`src/rtl/fsk_modulator_if.sv`:
```
// Word handshake between a frame source and the FSK modulator.
interface fsk_modulator_if #(
    parameter int DATA_W = 8
);
    logic [DATA_W-1:0] tx_data;
    logic              tx_valid;
    logic              tx_ready;

    modport master (output tx_data, output tx_valid, input tx_ready);
    modport slave  (input tx_data, input tx_valid, output tx_ready);
endinterface

```
`src/rtl/fsk_modulator.sv`:
```
// UART-style framer that steers the mark/space carriers onto the FSK line,
// one symbol per period of the generator's bit clock.
//
// state  | meaning
// IDLE   | line at mark, ready for a word
// ARMED  | word latched, mark held until the next bit tick
// START  | start symbol (0)
// DATA   | data bits, LSB first
// PARITY | even-parity symbol
// STOP   | stop symbol(s) (1)
module fsk_modulator #(
    parameter int DATA_W    = 8,
    parameter int PARITY_EN = 0,
    parameter int STOP_BITS = 1
) (
    input  logic               clk,
    input  logic               rst,
    input  logic               clk_f0,
    input  logic               clk_f1,
    input  logic               clk_serial_bits,
    fsk_modulator_if.slave     tx,
    output logic               tx_busy,
    output logic               line_bit,
    output logic               fsk_out,
    output logic               frame_done
);

    localparam int CNT_W = $clog2(DATA_W + 1);
    localparam logic [CNT_W-1:0] LAST_BIT  = CNT_W'(DATA_W - 1);
    localparam logic [1:0]       LAST_STOP = 2'(STOP_BITS - 1);

    typedef enum logic [2:0] {IDLE, ARMED, START, DATA, PARITY, STOP} state_t;

    state_t            state, state_nx;
    logic [DATA_W-1:0] shift, shift_nx;
    logic [CNT_W-1:0]  bit_cnt, bit_cnt_nx;
    logic [1:0]        stop_cnt, stop_cnt_nx;
    logic              parity, parity_nx;
    logic              done_nx;

    logic f0_meta, f0_sync, f1_meta, f1_sync;
    logic sb_meta, sb_sync, sb_prev;
    logic run;
    logic bit_tick;
    logic accept;

    // Generator outputs are plain asynchronous data here, never clocks.
    always_ff @(posedge clk or negedge rst) begin
        if (!rst) begin
            f0_meta <= 1'b0;
            f0_sync <= 1'b0;
            f1_meta <= 1'b0;
            f1_sync <= 1'b0;
            sb_meta <= 1'b0;
            sb_sync <= 1'b0;
            sb_prev <= 1'b0;
            run     <= 1'b0;
            fsk_out <= 1'b0;
        end else begin
            f0_meta <= clk_f0;
            f0_sync <= f0_meta;
            f1_meta <= clk_f1;
            f1_sync <= f1_meta;
            sb_meta <= clk_serial_bits;
            sb_sync <= sb_meta;
            sb_prev <= sb_sync;
            run     <= 1'b1;
            fsk_out <= line_bit ? f1_sync : f0_sync;
        end
    end

    assign bit_tick    = sb_sync & ~sb_prev;
    assign tx.tx_ready = run && (state == IDLE) && !frame_done;
    assign accept      = tx.tx_valid && tx.tx_ready;
    assign tx_busy     = (state != IDLE);

    always_ff @(posedge clk or negedge rst) begin
        if (!rst) begin
            state      <= IDLE;
            shift      <= '0;
            bit_cnt    <= '0;
            stop_cnt   <= '0;
            parity     <= 1'b0;
            frame_done <= 1'b0;
        end else begin
            state      <= state_nx;
            shift      <= shift_nx;
            bit_cnt    <= bit_cnt_nx;
            stop_cnt   <= stop_cnt_nx;
            parity     <= parity_nx;
            frame_done <= done_nx;
        end
    end

    always_comb begin
        state_nx    = state;
        shift_nx    = shift;
        bit_cnt_nx  = bit_cnt;
        stop_cnt_nx = stop_cnt;
        parity_nx   = parity;
        done_nx     = 1'b0;
        line_bit    = 1'b1;
        case (state)
            // A tick in the accept cycle is ignored so START is never short.
            IDLE: begin
                if (accept) begin
                    state_nx  = ARMED;
                    shift_nx  = tx.tx_data;
                    parity_nx = ^tx.tx_data;
                end
            end
            ARMED: begin
                if (bit_tick) state_nx = START;
            end
            START: begin
                line_bit = 1'b0;
                if (bit_tick) begin
                    state_nx   = DATA;
                    bit_cnt_nx = '0;
                end
            end
            DATA: begin
                line_bit = shift[0];
                if (bit_tick) begin
                    shift_nx   = shift >> 1;
                    bit_cnt_nx = bit_cnt + 1'b1;
                    if (bit_cnt == LAST_BIT) begin
                        stop_cnt_nx = '0;
                        state_nx    = (PARITY_EN != 0) ? PARITY : STOP;
                    end
                end
            end
            PARITY: begin
                line_bit = parity;
                if (bit_tick) begin
                    stop_cnt_nx = '0;
                    state_nx    = STOP;
                end
            end
            STOP: begin
                if (bit_tick) begin
                    if (stop_cnt == LAST_STOP) begin
                        state_nx = IDLE;
                        done_nx  = 1'b1;
                    end else begin
                        stop_cnt_nx = stop_cnt + 1'b1;
                    end
                end
            end
            default: state_nx = IDLE;
        endcase
    end

endmodule

```
`src/flat_wrapper.sv`:
```
// flat-port wrapper written by rule: the top's interface ports become plain ports
module fsk_modulator_flat 
#(
    parameter int DATA_W    = 8,
    parameter int PARITY_EN = 0,
    parameter int STOP_BITS = 1
)
  (clk, rst, clk_f0, clk_f1, clk_serial_bits, tx_busy, line_bit, fsk_out, frame_done, tx_tx_data, tx_tx_valid, tx_tx_ready);
  fsk_modulator_if #(.DATA_W(DATA_W)) tx_i ();
  input  logic clk;
  input  logic rst;
  input  logic clk_f0;
  input  logic clk_f1;
  input  logic clk_serial_bits;
  output logic tx_busy;
  output logic line_bit;
  output logic fsk_out;
  output logic frame_done;
  input wire logic [$bits(tx_i.tx_data)-1:0] tx_tx_data;
  input wire logic [$bits(tx_i.tx_valid)-1:0] tx_tx_valid;
  output wire logic [$bits(tx_i.tx_ready)-1:0] tx_tx_ready;
  assign tx_i.tx_data = tx_tx_data;
  assign tx_i.tx_valid = tx_tx_valid;
  assign tx_tx_ready = tx_i.tx_ready;
  fsk_modulator #(.DATA_W(DATA_W), .PARITY_EN(PARITY_EN), .STOP_BITS(STOP_BITS)) u_core (.clk(clk), .rst(rst), .clk_f0(clk_f0), .clk_f1(clk_f1), .clk_serial_bits(clk_serial_bits), .tx(tx_i), .tx_busy(tx_busy), .line_bit(line_bit), .fsk_out(fsk_out), .frame_done(frame_done));
endmodule
```
`config.mk`:
```
export PLATFORM = sky130hd
export DESIGN_NAME = fsk_modulator_flat
export DESIGN_NICKNAME = d
export VERILOG_FILES = /design/src/rtl/fsk_modulator_if.sv /design/src/rtl/fsk_modulator.sv /design/src/flat_wrapper.sv
export SDC_FILE = /design/constraint.sdc
export NUM_CORES = 1
export LEC_CHECK = 0
export ABC_AREA = 1
export BUFFER_PORTS_ARGS = -buffer_cell sky130_fd_sc_hd__buf_2
export CAP_MARGIN = 20
export CELL_PAD_IN_SITES_DETAIL_PLACEMENT = 0
export CELL_PAD_IN_SITES_GLOBAL_PLACEMENT = 1
export CORE_AREA = 2 2 69 71
export CTS_BUF_LIST = sky130_fd_sc_hd__clkbuf_16
export DETAILED_ROUTE_END_ITERATION = 6
export DIE_AREA = 0 0 71 73
export PLACE_DENSITY = 0.65
export SYNTH_ARGS = -nofsm -noshare
export SYNTH_HDL_FRONTEND = slang
export SYNTH_SLANG_ARGS = --single-unit
```
`constraint.sdc`:
```
create_clock -name clk -period 2.9 [get_ports clk]
set_input_delay 0.145 -clock clk [delete_from_list [all_inputs] [get_ports clk]]
set_output_delay 0.145 -clock clk [all_outputs]
set_load 0.005 [all_outputs]
```
; After elaboration in Yosys (flattened, before gate mapping)
; Index checks and enable logic that the tools add are counted.
[totals]
register_bits = 28
input_bits = 14
out_inout_bits = 5
wordCells = 76
[classes]
addsub = 2
eq_ne = 15
mux = 26
bitwise_logic = 2
reduce_logical = 16
[ops]
columns = operator, count
row1 = two-way mux 3 bit, 8
row2 = one-hot mux 3 bit (6 select lines), 1
row3 = two-way mux 8 bit, 2
row4 = inequality test 2 x 1 -> 1 bit (second input constant), 8
row5 = one-hot mux 8 bit (2 select lines), 1
row6 = two-way mux 2 bit, 5
row7 = two-way mux 4 bit, 2
row8 = one-hot mux 4 bit (2 select lines), 1
row9 = AND reduction 8 bit, 1
row10 = parity 8 bit, 1
row11 = == test 3 x 2 -> 1 bit (second input constant), 2
row12 = == test 3 bit (second input constant), 2
row13 = one-hot mux 2 bit (3 select lines), 1
row14 = AND reduction 3 bit, 2
row15 = AND reduction 6 bit, 1
row16 = nonzero test 3 bit, 2
row17 = adder 4 x 1 -> 4 bit (second input constant), 1
row18 = == test 4 x 3 -> 1 bit (second input constant), 1
row19 = two-way mux 1 bit, 4
row20 = nonzero test 2 bit, 2
row21 = == test 3 x 1 -> 1 bit (second input constant), 1
row22 = logical AND 1 bit, 3
row23 = logical NOT 3 bit, 1
row24 = one-hot mux 1 bit (3 select lines), 1
row25 = other kinds (7), 7

; Longest topological paths before layout
; Gate-level depths: netlist (run 1).
[logic_depth]
depth_word = 6
mapped_depth = 9
mapped_depth_nobuf = 9

; Worst setup path after synthesis (run 1)
; OpenSTA, ideal clock, no wires.
[synth_path]
path_kind = register -> register
from = register u_core.state[1]
to = register u_core.shift[7]
setup_time_ns = 0.074
arrival_ns = 1.183
required_time_ns = 2.826
path_slack_ns = 1.643
stages_incl_launch_ff = 8
path_buffers = 1
period_less_slack_ns = 1.257
path_cell_list = dfrtp_1 -> nor2_4 -> nand2_4 -> o21bai_4 -> nand2_4 -> buf_6 -> nand2_1 -> o21ai_2
[synth_between]
elab_chain_len = 6
word_cells_on_any_way = 10
cone_classes = 3 x eq/ne / 1 x mux / 6 x reduce/logical
[synth_rtl]
columns = element, line_no
row1 = from (decl), fsk_modulator.sv:34  ; state_t state, state_nx;
row2 = from (signal assigned), fsk_modulator.sv:86  ; state <= state_nx;
row3 = logical NOT 3 bit, "fsk_modulator.sv:73, fsk_modulator.sv:103"
row4 = logical AND 1 bit (2 in series), fsk_modulator.sv:73  ; assign tx.tx_ready = run && (state == IDLE) && !frame_done;
row5 = logical AND 1 bit, fsk_modulator.sv:74  ; assign accept = tx.tx_valid && tx.tx_ready;
row6 = inequality test 2 x 1 -> 1 bit (no source line), --
row7 = AND reduction 3 bit (no source line), --
row8 = to (signal assigned), fsk_modulator.sv:87  ; shift <= shift_nx;
row9 = to (decl), fsk_modulator.sv:35  ; logic [DATA_W-1:0] shift, shift_nx;
; Several ways; a longest one is shown, not always the timed one.
; A chain may end at the register's enable or synchronous reset.

; Worst setup path in the final report (run 1)
[layout_path]
from = register u_core.state[1]
to = output port line_bit
[layout_between]
elab_chain_len = 2
word_cells_on_any_way = 4
cone_classes = 3 x eq/ne / 1 x mux
[layout_rtl]
columns = element, line_no
row1 = == test 3 bit / == test 3 x 2 -> 1 bit (equally long branches), fsk_modulator.sv:103  ; case (state)
row2 = one-hot mux 1 bit (3 select lines) *, fsk_modulator.sv:103
row3 = to (decl), flat_wrapper.sv:16  ; output logic line_bit;
; Every way passes the cells marked *; elsewhere a longest branch is shown, timed or not.

==> results.yml, run 1 <==
setup_path:
  crit_fanout: 10
  critPathMaxStageDelay_ns: 0.47
  start_kind: "flop"
  cp_slowest_cell: "dfrtp_1"
  crit_type: "flop to output port"
  crit_chain: "nand2_2 -> inv_1 -> nand2_2 -> o21ai_1 -> buf_2"
  cp.required_ns: 2.76
  arrival_ns: 1.49
  crit_buf_inv: 2
  path_depth: 5
  worstRegToRegCells: 7
  cp_common_cell: "nand2_2"
  critical-path-top-delay-family: "flip-flops"
  cp-end-kind: "output port"
clock_tree:
  cts_sinks: 28
  cts-root-buf: "clkbuf_16"
  path_clk_slew_ns: 0.07
  htreeDepth: 1
  cts_tree: "done"
  clk_latency_ns: 0.26
  cts_made_buffers: 3
  clock_path_buffers: 2
  cts_resized: 0
finish:
  final_nets: 226
  antenna_cells: 0
  drive_above_1_share: 0.172
  fin_area_mm2: 0.00177
  n_fill_cell: 470
  fin_cells: 263
  areaGrowthSynthToFinish_pct: 19.2
synth:
  synth_common_cells: "nand2_1 (60), dfrtp_1 (28), inv_1 (27)"
  yosysTopAreaCell: "dfrtp_1"
  syn_inst: 185
  synth_top_area_frac: 0.473
  synthArstFlopShare: 1.00
  synth-seq-cells: 28
  syn_avg_cell_area_um2: 8.01
  synthTopCellsByArea: "dfrtp_1 (47%), nand2_1 (15%), inv_1 (6.8%)"
  seq_area_frac_synth: 0.473
  synth_edf_count: 0
  yosysWarnings: 0
  post-synth-top-count-cell: "nand2_1"
  ys_types: 25
  synth_fp_nets: 201
  syn_area_mm2: 0.00148
  synthFlopType: "dfrtp_1"
placed_design:
  place_inst: 255
  place_hpwl_um: 1970
  place_congestion: 0.819
  placed_area_mm2: 0.00162
  preCtsSetupSlack_ns: 1.38
  portBuffers: 18
pwr:
  p_leak_nw: 0.913
  peakVddDrop_v: 0.000397
  power_density_mw_per_mm2: 906
  p_total_mw: 1.60
routing:
  drc: 0
  wire_per_inst_um: 10.0
  via_count: 1135
  viasPerCell: 4.32
  antenna_left: 0
  firstDrtPassIters: 4
  drt_iter0_markers: 113
  drt_wl_total_um: 2640
floorplanning:
  ios: 19
  rows: 25
  die_area_mm2: 0.00518
  coreArea_mm2: 0.00454
  initial_core_util: 0.327
  die_h_um: 73
  die_w_um: 71
hold_path:
  whs_path_depth: 3
  hold_class: "primary input to flop"
sta:
  fin_ws_ns: 1.26
  rsz0062_at_grt: "false"
  slew_viol_final: 0
  period_needed_ns: 1.64
  tns_ns: 0
  worst_slew_pin_slew_ns: 0.613
  max-slew-margin-rel: 0.591
  finalClockSkew_ns: 0.00212
  fmax_ghz: 0.611
  finalSetupViolations: 0
  fin_crit_sh: 0.564
  hold_viol_final: 0
global_routing:
  grt_pass1_wl_um: 4780
  grt_max_degree: 29
  overflow: 0
  track_usage: 0.118
  grt_pass1_vias: 1073
  antenna_found_initial: 0
job:
  drv_cap: 0
status:
  status: "finished clean"
[state kept, by name, indices dropped and copies added (netlist names)]
name               flops
u_core.sb_prev         1
u_core.f1_meta         1
u_core.run             1
u_core.f0_meta         1
u_core.f1_sync         1
u_core.f0_sync         1
u_core.sb_meta         1
u_core.state           3
u_core.bit_cnt         4
u_core.frame_done      1
u_core.sb_sync         1
u_core.parity          1
u_core.shift           8
u_core.stop_cnt        2
u_core.fsk_out         1
[per-stage QoR]
step | hold slack [ns] | utilization
finish | 0.190 | 0.389
global route | 0.192 | 0.389
CTS | 0.196 | 0.389
detailed placement | 0.212 | 0.357
global placement | 0.207 | 0.357
floorplan | -0.151 | -
[tightest hold or removal path, stage by stage]
cell and delay [ns]:
buf_2 0.12, nand2_1 0.09, o21ai_2 0.06
[power breakdown]
group	switching, mW	internal, mW	leakage (nW)
Combinational	0.375	0.233	0.516
Clock	0.132	0.275	0.0511
Sequential	0.0790	0.506	0.346
[cell families (layout without fill, tap and decap cells)]
logic type	after synthesis	in the layout	synth area share
DFF	28	28	0.473
and+or+nand+nor	93	93	0.274
AOI/OAI and AO/OA	26	26	0.120
buffers and inverters	30	54	0.0836
other	1	1	0.00253
xor gates and xnor gates	5	5	0.0296
adders and majority gates	2	2	0.0169
[placed cells by master, fill, tap and decap left out, types with 3 or more instances in the layout]
cell,Yosys,final
o21ai_0,7,7
a21oi_1,3,3
a21oi_2,3,3
buf_2,0,18
clkbuf_16,0,3
nand4_1,4,4
nand2_2,3,3
o21a_1,4,4
dfrtp_1,28,28
nand3_1,7,7
xnor2_1,3,3
nor2_1,14,14
dlygate4sd3_1,0,4
inv_1,27,27
o21ai_1,4,4
nand2_1,60,60
[final timing paths]
path,end,start,slack (ns)
worst max-delay path,line_bit,u_core.state[1],1.26
worst min-delay path,u_core.shift[7],tx_tx_data[7],0.19
worst max register to register,u_core.shift[0],u_core.state[1],1.41
worst min register to register,u_core.sb_sync,u_core.sb_meta,0.35
max in group asynchronous,u_core.f0_meta,rst,2.07
min in group asynchronous,u_core.run,rst,0.42
[metal layers]
metal  track usage  up-vias  routed length [um]
met5             0        -                   0
met4        0.0314        0                  24
met3        0.0331        2                  90
met2         0.184       15                1130
met1         0.161      496                1390
li1              -      622                   -
[area by class of cell]
type                    count  area, um2  area share
flip-flops and latches     28        701       0.397
multi-input cells         127        657       0.372
repair buffers             22        130      0.0737
inverters                  28        105      0.0595
clock buffers               3       75.1      0.0425
well taps                  54       67.6      0.0383
clock inverters             1       30.0      0.0170
[timing repair]
item                                    in CTS  in global routing
hold endpoints to repair                    31                  0
hold buffers                                 4                  0
endpoints found under the setup margin       0                  0
setup buffers                                0                  0
Note: power is estimated with default switching activity, not from simulation.
==> run 2, diff against run 1 <==
Settings changed: PLACE_DENSITY 0.65 to 0.67.
Clock period 2.9 ns to 1.4 ns, I/O delays scaled along.
==> results.yml, run 2 (synthesis gave the netlist of run 1 again) <==
status:
  status: "finished, violations left"
  violations: "setup timing"
finish:
  final_common_cell: "nand2_1"
  antenna_cells: 0
  fin_cells: 271
  drive_above_1_share: 0.258
  largest_reg_flops: 8
  final_nets: 234
  final_cell_mix: "nand2_1 (58), inv_1 (26), dfrtp_1 (25)"
  top_regs: "u_core.shift x8, u_core.bit_cnt x4, u_core.state x3"
  n_fill_cell: 461
  areaGrowthSynthToFinish_pct: 27.8
  top_register: "u_core.shift"
floorplanning:
  ios: 19
  coreArea_mm2: 0.00454
  rows: 25
  die_w_um: 71
  die_h_um: 73
  die_area_mm2: 0.00518
  initial_core_util: 0.327
setup_path:
  worstReg2RegStart: "u_core.state[0]"
  worstRegToRegCells: 6
  crit_fanout: 4
  rrSetupSlack_ns: 0.02
  cp.required_ns: 1.33
  crit_type: "flop to output port"
  start_kind: "flop"
  arrival_ns: 1.34
  r2r-end: "u_core.shift[5]"
  cp-end-kind: "output port"
sta:
  finalClockSkew_ns: 0.00493
  hold_viol_final: 0
  fin_ws_ns: -0.0110
  worst_slew_pin_slew_ns: 0.632
  period_needed_ns: 1.41
  fin_crit_sh: 1.01
  tns_ns: -0.0110
  rsz0062_at_grt: "true"
  finalSetupViolations: 1
  fmax_ghz: 0.709
  slew_viol_final: 0
  max-slew-margin-rel: 0.578
routing:
  antenna_left: 0
  drt_iter0_markers: 44
  viasPerCell: 4.49
  via_count: 1217
  drc: 0
  wire_per_inst_um: 11.2
  drt_wl_total_um: 3030
  firstDrtPassIters: 4
global_routing:
  overflow: 0
  grt_pass1_wl_um: 5090
  grt_pass1_vias: 1171
  antenna_found_initial: 0
  track_usage: 0.124
  grt_max_degree: 29
clock_tree:
  cts-root-buf: "clkbuf_16"
  cts_sinks: 28
  clk_latency_ns: 0.26
  htreeDepth: 1
  cts_tree: "done"
  cts_made_buffers: 3
  clock_path_buffers: 2
  path_clk_slew_ns: 0.07
hold_path:
  hold_class: "primary input to flop"
  holdCritStartpoint: "tx_tx_data[7]"
  hold_path_end: "u_core.shift[7]"
  whs_path_depth: 3
pwr:
  p_leak_nw: 0.961
  peakVddDrop_v: 0.000743
  power_density_mw_per_mm2: 1950
job:
  drv_cap: 0
placed_design:
  portBuffers: 18
  place_hpwl_um: 2130
  place_inst: 259
  place_congestion: 0.794
## run 2: cell types whose count changed in the layout (fill, tap and decap cells not counted), moves of 2 or more
| cell | delta |
|---|---|
| buf_4 | +7 |
| dfrtp_1 | -3 |
| dfrtp_2 | +3 |
| nand2_1 | -2 |
| o21ai_1 | -2 |
| o21ai_4 | +2 |
## run 2: worst max path at each step
stage	end	slack, ns	from	cells past startpoint
6_report	line_bit	-0.01	u_core.state[0]	5
5_1_grt	line_bit	-0.07	u_core.state[0]	5
4_1_cts	u_core.shift[0]	0.005	u_core.state[0]	7
3_5_place_dp	u_core.state[2]	-0.04	u_core.bit_cnt[0]	8
3_3_place_gp	u_core.state[1]	-0.05	u_core.bit_cnt[0]	8
2_1_floorplan	u_core.shift[7]	0.14	u_core.state[1]	7
## run 2: metal layers
metal	GRT usage	share of wire	routed length, um
met1	0.156	0.47	1430
met2	0.216	0.49	1500
met3	0.0290	0.026	78
met4	0.0314	0.011	34
met5	0	0	0
## run 2: worst max-delay path: stages, from the launching register on
cell	delay (ns)
dfrtp_2	0.45
nor2_4	0.13
nand2_2	0.11
o21ai_4	0.18
o21ai_4	0.08
buf_2	0.13
## run 2: per-stage QoR
step / setup WS (ns) / util / power [mW] / hold WS [ns] / area [um2]
after global routing: -0.0678 / 0.417 / 3.99 / 0.127 / 1890
after CTS: 0.00460 / 0.401 / 3.50 / 0.105 / 1820
after floorplan: 0.143 / - / 2.24 / -0.226 / 1480
after detailed placement: -0.0376 / 0.364 / 2.55 / 0.137 / 1650
after global placement: -0.0504 / 0.364 / 2.55 / 0.138 / 1650
final: -0.0110 / 0.417 / 3.70 / 0.107 / 1890
## run 2: final cells by class
type / instances / area, um2 / area share
Clock buffer: 3 / 75.1 / 0.0397
Clock inverter: 1 / 30.0 / 0.0159
Inverter: 28 / 105 / 0.0555
Multi-Input combinational cell: 128 / 728 / 0.385
Sequential cell: 28 / 704 / 0.372
Tap cell: 54 / 67.6 / 0.0357
Timing Repair Buffer: 29 / 183 / 0.0965
## run 2: where the power goes
part | switching [mW] | internal (mW)
sequential | 0.176 | 1.05
combinational | 0.961 | 0.653
clock | 0.282 | 0.570
## run 2: timing repair
| action | 4_1_cts | 5_1_grt |
|---|---|---|
| buffers inserted | 1 | 2 |
| cloned | 0 | 1 |
| gates resized for setup | 8 | 10 |
| setup endpoints to repair | 4 | 12 |
| endpoints found under the hold margin | 31 | 0 |
| pin swaps | 1 | 2 |
| hold buffers | 4 | 0 |
